## config.mk

```make
export PLATFORM = sky130hd
export DESIGN_NAME = snek_matrix_scan
export DESIGN_NICKNAME = d
export VERILOG_FILES = /design/src/rtl/snek_matrix_scan.sv
export SDC_FILE = /design/constraint.sdc
export NUM_CORES = 1
export LEC_CHECK = 0
export CAP_MARGIN = 25
export CORE_UTILIZATION = 25
export CTS_CLUSTER_DIAMETER = 200
export DETAILED_ROUTE_END_ITERATION = 16
export GPL_ROUTABILITY_DRIVEN = 0
export SETUP_SLACK_MARGIN = 0.1
export SYNTH_ARGS = -nofsm -noshare
export SYNTH_HDL_FRONTEND = slang
export SYNTH_SLANG_ARGS = --single-unit
```

## constraint.sdc

```tcl
create_clock -name clk -period 5.7 [get_ports clk]
set_input_delay 0.57 -clock clk [delete_from_list [all_inputs] [get_ports clk]]
set_output_delay 0.57 -clock clk [all_outputs]
set_load 0.1 [all_outputs]
```

## src/rtl/snek_matrix_scan.sv

```systemverilog
// snek_matrix_scan
//   Display-side scanner for the snake game's 12x9 occupancy map. Once per
//   frame it snapshots map_flat, then for each row y = 0..8 shifts 12 column
//   bits (x = 11 first, x = 0 last) into an external SIPO shift register. It
//   then latches the register outputs and lights the row for HOLD_CYCLES
//   cycles. The matrix is blanked (row_en = 0) while a row is being shifted
//   or latched.
//
// Parameters
//   CLK_DIV      half-period of ser_clk in clk cycles (>= 1)
//   HOLD_CYCLES  cycles each row stays lit (>= 1)
//
// Ports
//   clk         system clock
//   reset       asynchronous, active-high reset
//   enable      level; starts scanning and is sampled again only at frame end
//   map_flat    occupancy map, bit x*9+y = cell (x,y)
//   ser_data    column bit to the shift register
//   ser_clk     shift clock (the register samples on its rising edge)
//   ser_latch   parallel-load strobe for the shift register outputs
//   row_sel     displayed row index, 0..8
//   row_en      row driver enable, low = blanked
//   frame_done  one-cycle pulse after the hold phase of row 8
//   busy        high in every state except IDLE
//
// Handshake: there is none. enable is a plain level. It is sampled in IDLE
// and at the end of each frame only. All outputs are registered.

module snek_matrix_scan #(
    parameter int CLK_DIV     = 2,
    parameter int HOLD_CYCLES = 4
) (
    input  logic         clk,
    input  logic         reset,
    input  logic         enable,
    input  logic [107:0] map_flat,
    output logic         ser_data,
    output logic         ser_clk,
    output logic         ser_latch,
    output logic [3:0]   row_sel,
    output logic         row_en,
    output logic         frame_done,
    output logic         busy
);

    localparam int MAX_CNT = (CLK_DIV > HOLD_CYCLES) ? CLK_DIV : HOLD_CYCLES;
    localparam int CW      = (MAX_CNT > 1) ? $clog2(MAX_CNT) : 1;
    localparam logic [CW-1:0] DIV_LAST  = CW'(CLK_DIV - 1);
    localparam logic [CW-1:0] HOLD_LAST = CW'(HOLD_CYCLES - 1);

    typedef enum logic [2:0] {
        IDLE,
        LOAD,
        SHIFT,
        LATCH,
        HOLD
    } scanState_e;

    scanState_e      state;
    logic [107:0]    snapshot;
    logic [3:0]      rowY;     // row being shifted/shown, 0..8
    logic [3:0]      bitIdx;   // column x being shifted, counts 11 down to 0
    logic [CW-1:0]   divCnt;   // shared by the ser_clk halves, LATCH and HOLD

    function automatic logic snapBit(input logic [107:0] s,
                                     input logic [3:0] cx,
                                     input logic [3:0] cy);
        logic [6:0] idx;
        idx = 7'(cx) * 7'd9 + 7'(cy);
        return s[idx];
    endfunction

    // Every output is set on the edge that enters the state in which it
    // must be visible. That keeps all outputs registered and still meets the
    // cycle counts measured from the LOAD edge.
    always_ff @(posedge clk or posedge reset) begin
        if (reset) begin
            state      <= IDLE;
            snapshot   <= '0;
            rowY       <= '0;
            bitIdx     <= '0;
            divCnt     <= '0;
            ser_data   <= 1'b0;
            ser_clk    <= 1'b0;
            ser_latch  <= 1'b0;
            row_sel    <= '0;
            row_en     <= 1'b0;
            frame_done <= 1'b0;
            busy       <= 1'b0;
        end else begin
            frame_done <= 1'b0;
            case (state)
                IDLE: begin
                    if (enable) begin
                        state <= LOAD;
                        busy  <= 1'b1;
                    end
                end

                LOAD: begin
                    snapshot <= map_flat;
                    rowY     <= 4'd0;
                    bitIdx   <= 4'd11;
                    divCnt   <= '0;
                    ser_clk  <= 1'b0;
                    // The snapshot is being written on this same edge, so the
                    // first bit, cell (11,0), comes straight from the input.
                    ser_data <= map_flat[99];
                    state    <= SHIFT;
                end

                SHIFT: begin
                    if (divCnt == DIV_LAST) begin
                        divCnt <= '0;
                        if (!ser_clk) begin
                            ser_clk <= 1'b1;
                        end else if (bitIdx == 4'd0) begin
                            ser_clk   <= 1'b0;
                            ser_data  <= 1'b0;
                            ser_latch <= 1'b1;
                            row_sel   <= rowY;
                            state     <= LATCH;
                        end else begin
                            // Falling edge of ser_clk: the only point where
                            // ser_data moves inside a row.
                            ser_clk  <= 1'b0;
                            bitIdx   <= bitIdx - 4'd1;
                            ser_data <= snapBit(snapshot, bitIdx - 4'd1, rowY);
                        end
                    end else begin
                        divCnt <= divCnt + CW'(1);
                    end
                end

                LATCH: begin
                    if (divCnt == DIV_LAST) begin
                        divCnt    <= '0;
                        ser_latch <= 1'b0;
                        row_en    <= 1'b1;
                        state     <= HOLD;
                    end else begin
                        divCnt <= divCnt + CW'(1);
                    end
                end

                HOLD: begin
                    if (divCnt == HOLD_LAST) begin
                        divCnt <= '0;
                        row_en <= 1'b0;
                        if (rowY != 4'd8) begin
                            rowY     <= rowY + 4'd1;
                            bitIdx   <= 4'd11;
                            ser_data <= snapBit(snapshot, 4'd11, rowY + 4'd1);
                            state    <= SHIFT;
                        end else begin
                            frame_done <= 1'b1;
                            if (enable) begin
                                state <= LOAD;
                            end else begin
                                state   <= IDLE;
                                busy    <= 1'b0;
                                row_sel <= 4'd0;
                            end
                        end
                    end else begin
                        divCnt <= divCnt + CW'(1);
                    end
                end

                default: begin
                    state <= IDLE;
                    busy  <= 1'b0;
                end
            endcase
        end
    end

endmodule
```

==> impl_metrics.py <==
metrics = {
    "finish": {
        "fillCellCount": 2708,
        "diodes": 0,
        "layout_commonest_cell": "nand2_1",
        "nNetsFinal": 948,
        "layout-drive-gt1-share": 0.0817,
        "final_cell_mix": "nand2_1, dfrtp_1, clkdlybuf4s50_1, mux4_2, mux2i_1",
        "area_delta_synth_final_pct": 32.0,
        "final_core_util": 0.337,
    },
    "die": {
        "die_h_um": 165,
        "coreArea_sq_um": 26100,
        "dieArea_sq_um": 27400,
        "rows": 59,
        "initial_core_util": 0.256,
        "die_w_um": 165,
        "ios": 121,
    },
    "sta": {
        "hold_viol": 0,
        "clock_skew_ns": 0.0299,
        "max_freq_ghz": 0.276,
        "relSlewSlack": 0.333,
        "fin_tns_setup_ns": 0,
        "final_max_slew_viol_count": 0,
        "min_period_ns": 3.63,
        "finalCritPeriodShare": 0.637,
        "setup_viol": 0,
        "rsz0062_at_grt": "no",
        "max_slew.worst_pin.slew_ns": 0.997,
    },
    "run_status": {
        "violations": "DRC",
        "status": "finished with violations",
    },
    "placement": {
        "hpwl_um": 12300,
        "io_buffers": 120,
    },
    "setup_path": {
        "cp_slowest_stage_delay_ns": 0.70,
        "path_cells": "inv_1, ha_1, inv_1, ha_1, ha_1, buf_4, mux4_1, mux4_2, o2111ai_1, o211a_1, o221ai_2",
        "crit_top_cell": "ha_1",
        "path_buf_inv": 3,
        "reg2reg_setup_slack_ns": 2.07,
        "worstReg2RegStart": "bitIdx[0]",
        "endpoint_kind": "flip-flop",
        "critPathLaunch": "bitIdx[0]",
        "startpoint_type": "flip-flop",
        "cp.arrival_ns": 3.93,
        "slowest_stage": "ha_1",
        "worstSetupPathType": "flip-flop to flip-flop",
        "worstPathRequired_ns": 6.00,
        "critPathTopFamily": "adder cells",
        "cp_max_fo": 15,
    },
    "detailed_routing": {
        "routedWlPerCell_um": 14.6,
        "viasPerCell": 4.43,
        "drtPass1Iterations": 10,
        "routed_wl_um": 17100,
        "drt_iter0_drc": 249,
        "post-route-drc-count": 4,
        "ant_nets": 0,
        "vias": 5168,
    },
    "job": {
        "cap_viol_max_count": 0,
    },
    "clock_tree": {
        "ctsResizeCount": 0,
        "cts_buffers": 17,
        "ctsHoldBuffers": 0,
        "cts_max_level": 4,
        "cts_tree": "done",
        "clock_path_buffers": 2,
        "path_clk_slew_ns": 0.06,
        "postCtsSetupBuffers": 0,
        "clkLatencyLatePin_ns": 0.43,
        "cts_root_buf": "clkbuf_16",
        "clock-sinks": 131,
    },
    "synthesis": {
        "synth_top_area_cell": "dfrtp_1",
        "synth_area_leaders": "dfrtp_1, nand2_1, mux4_2",
        "avgSynthCellArea_sq_um": 9.37,
        "synth_top_area_frac": 0.491,
        "postSynthCellCount": 713,
        "synth_warnings": 0,
        "syn_area_sq_um": 6680,
        "yosysUniqueCellTypes": 48,
        "ys_seq_area_frac": 0.491,
        "synth_nets": 842,
        "synth_seq_cells": 131,
    },
    "pwr": {
        "ir_drop_v": 0.000177,
        "p_leak_uw": 0.00411,
        "power_density_nw_per_um2": 262,
    },
    "global_route": {
        "globalRouteOverflowTotal": 0,
        "grt_max_degree": 82,
        "grt_pass1_vias": 5220,
        "grt_pass1_wl_um": 27600,
        "gr-usage-all-layers": 0.132,
        "grt_antenna_before_repair": 0,
    },
    "min_path": {
        "worstHoldStart": "snapshot[60]",
        "hp-class": "flip-flop to flip-flop",
    },
}
layout make-up:
class                      instances  area (sq um)  share of cell area
clock buffer                      17           425              0.0483
clock inverter                    15           204              0.0231
inverter                          19          76.3             0.00866
multi-input combinational        524          3160               0.359
sequential                       131          3280               0.372
tap                              335           419              0.0476
timing repair buffer             126          1250               0.142
worst reg2reg max path: cells and delay by family (launching register included):
| family | cells | cell delay (ns) |
|---|---|---|
| fa+ha+maj | 3 | 1.20 |
| mux | 2 | 0.84 |
| compound gates | 3 | 0.51 |
| buf+inv | 3 | 0.60 |
| flops | 1 | 0.38 |
power breakdown:
group          switching (uW)  internal [uW]  total (uW)
Clock                     427            735        1160
Sequential               21.6            969         991
Combinational            58.6            101         160
Total                     507           1810        2310
path summary, 6_finish.rpt:
path	end	depth (start not counted)
setup / recovery	ser_data	11
hold / removal	snapshot[60]	2
setup reg to reg	ser_data	11
hold reg to reg	snapshot[60]	2
max in group asynchronous	snapshot[95]	3
min in group asynchronous	snapshot[39]	2
logic make-up (layout without fill, tap and decap cells):
kind of cell | after synthesis | count (layout) | share of synthesized area
adder cells (fa/ha/maj) | 18 | 18 | 0.0349
AND/OR/NAND/NOR | 388 | 388 | 0.227
buffers and inverters | 58 | 177 | 0.0386
AO/OA/AOI/OAI | 59 | 59 | 0.0566
XOR/XNOR | 9 | 9 | 0.0129
flip-flops | 131 | 131 | 0.491
multiplexers | 50 | 50 | 0.139
cells in the mapped netlist, drive strengths merged:
library cell,number
a21o,1
a21oi,15
a221oi,1
a22o,2
a22oi,1
a2bb2oi,1
a31oi,3
and2,1
and3,1
and3b,1
buf,12
clkbuf,27
dfrtp,131
fa,1
ha,17
inv,19
mux2i,19
mux4,31
nand2,343
nand2b,2
nand3,11
nand3b,1
nor2,17
nor2b,1
nor3,4
nor3b,1
nor4,2
o2111a,1
o2111ai,2
o211a,1
o211ai,4
o21a,2
o21ai,18
o221a,1
o221ai,1
o22ai,3
o31ai,2
or2,2
or3,1
xnor2,5
xor2,4
layer usage:
metal	GRT usage	wire length, um	part of all wire	vias up
met4	0.0397	138	0.0081	0
met2	0.211	8190	0.48	96
met5	0	0	0	-
met3	0.0280	681	0.040	11
li1	-	-	-	2580
met1	0.180	8070	0.47	2481
registers in the layout (all words and copies together), names as in the netlist, 2 cells and up:
register and flops:
state 3, snapshot 108, divCnt 2, rowY 4, row_sel 4, bitIdx 4
through the flow:
stage | total power, uW | cell area, sq um | worst slack, ns | cells | hold WS [ns]
3_5_place_dp | 1170 | 8170 | 1.79 | 1134 | 0.457
4_1_cts | 2340 | 8800 | 1.76 | 1166 | 0.471
3_3_place_gp | 1170 | 8170 | 1.93 | 1134 | 0.450
5_1_grt | 2400 | 8810 | 1.86 | 1167 | 0.485
2_1_floorplan | 1070 | 6680 | 1.63 | 713 | 0.437
6_report | 2310 | 8810 | 2.07 | 1167 | 0.466
(Power assumes the default switching activity.)
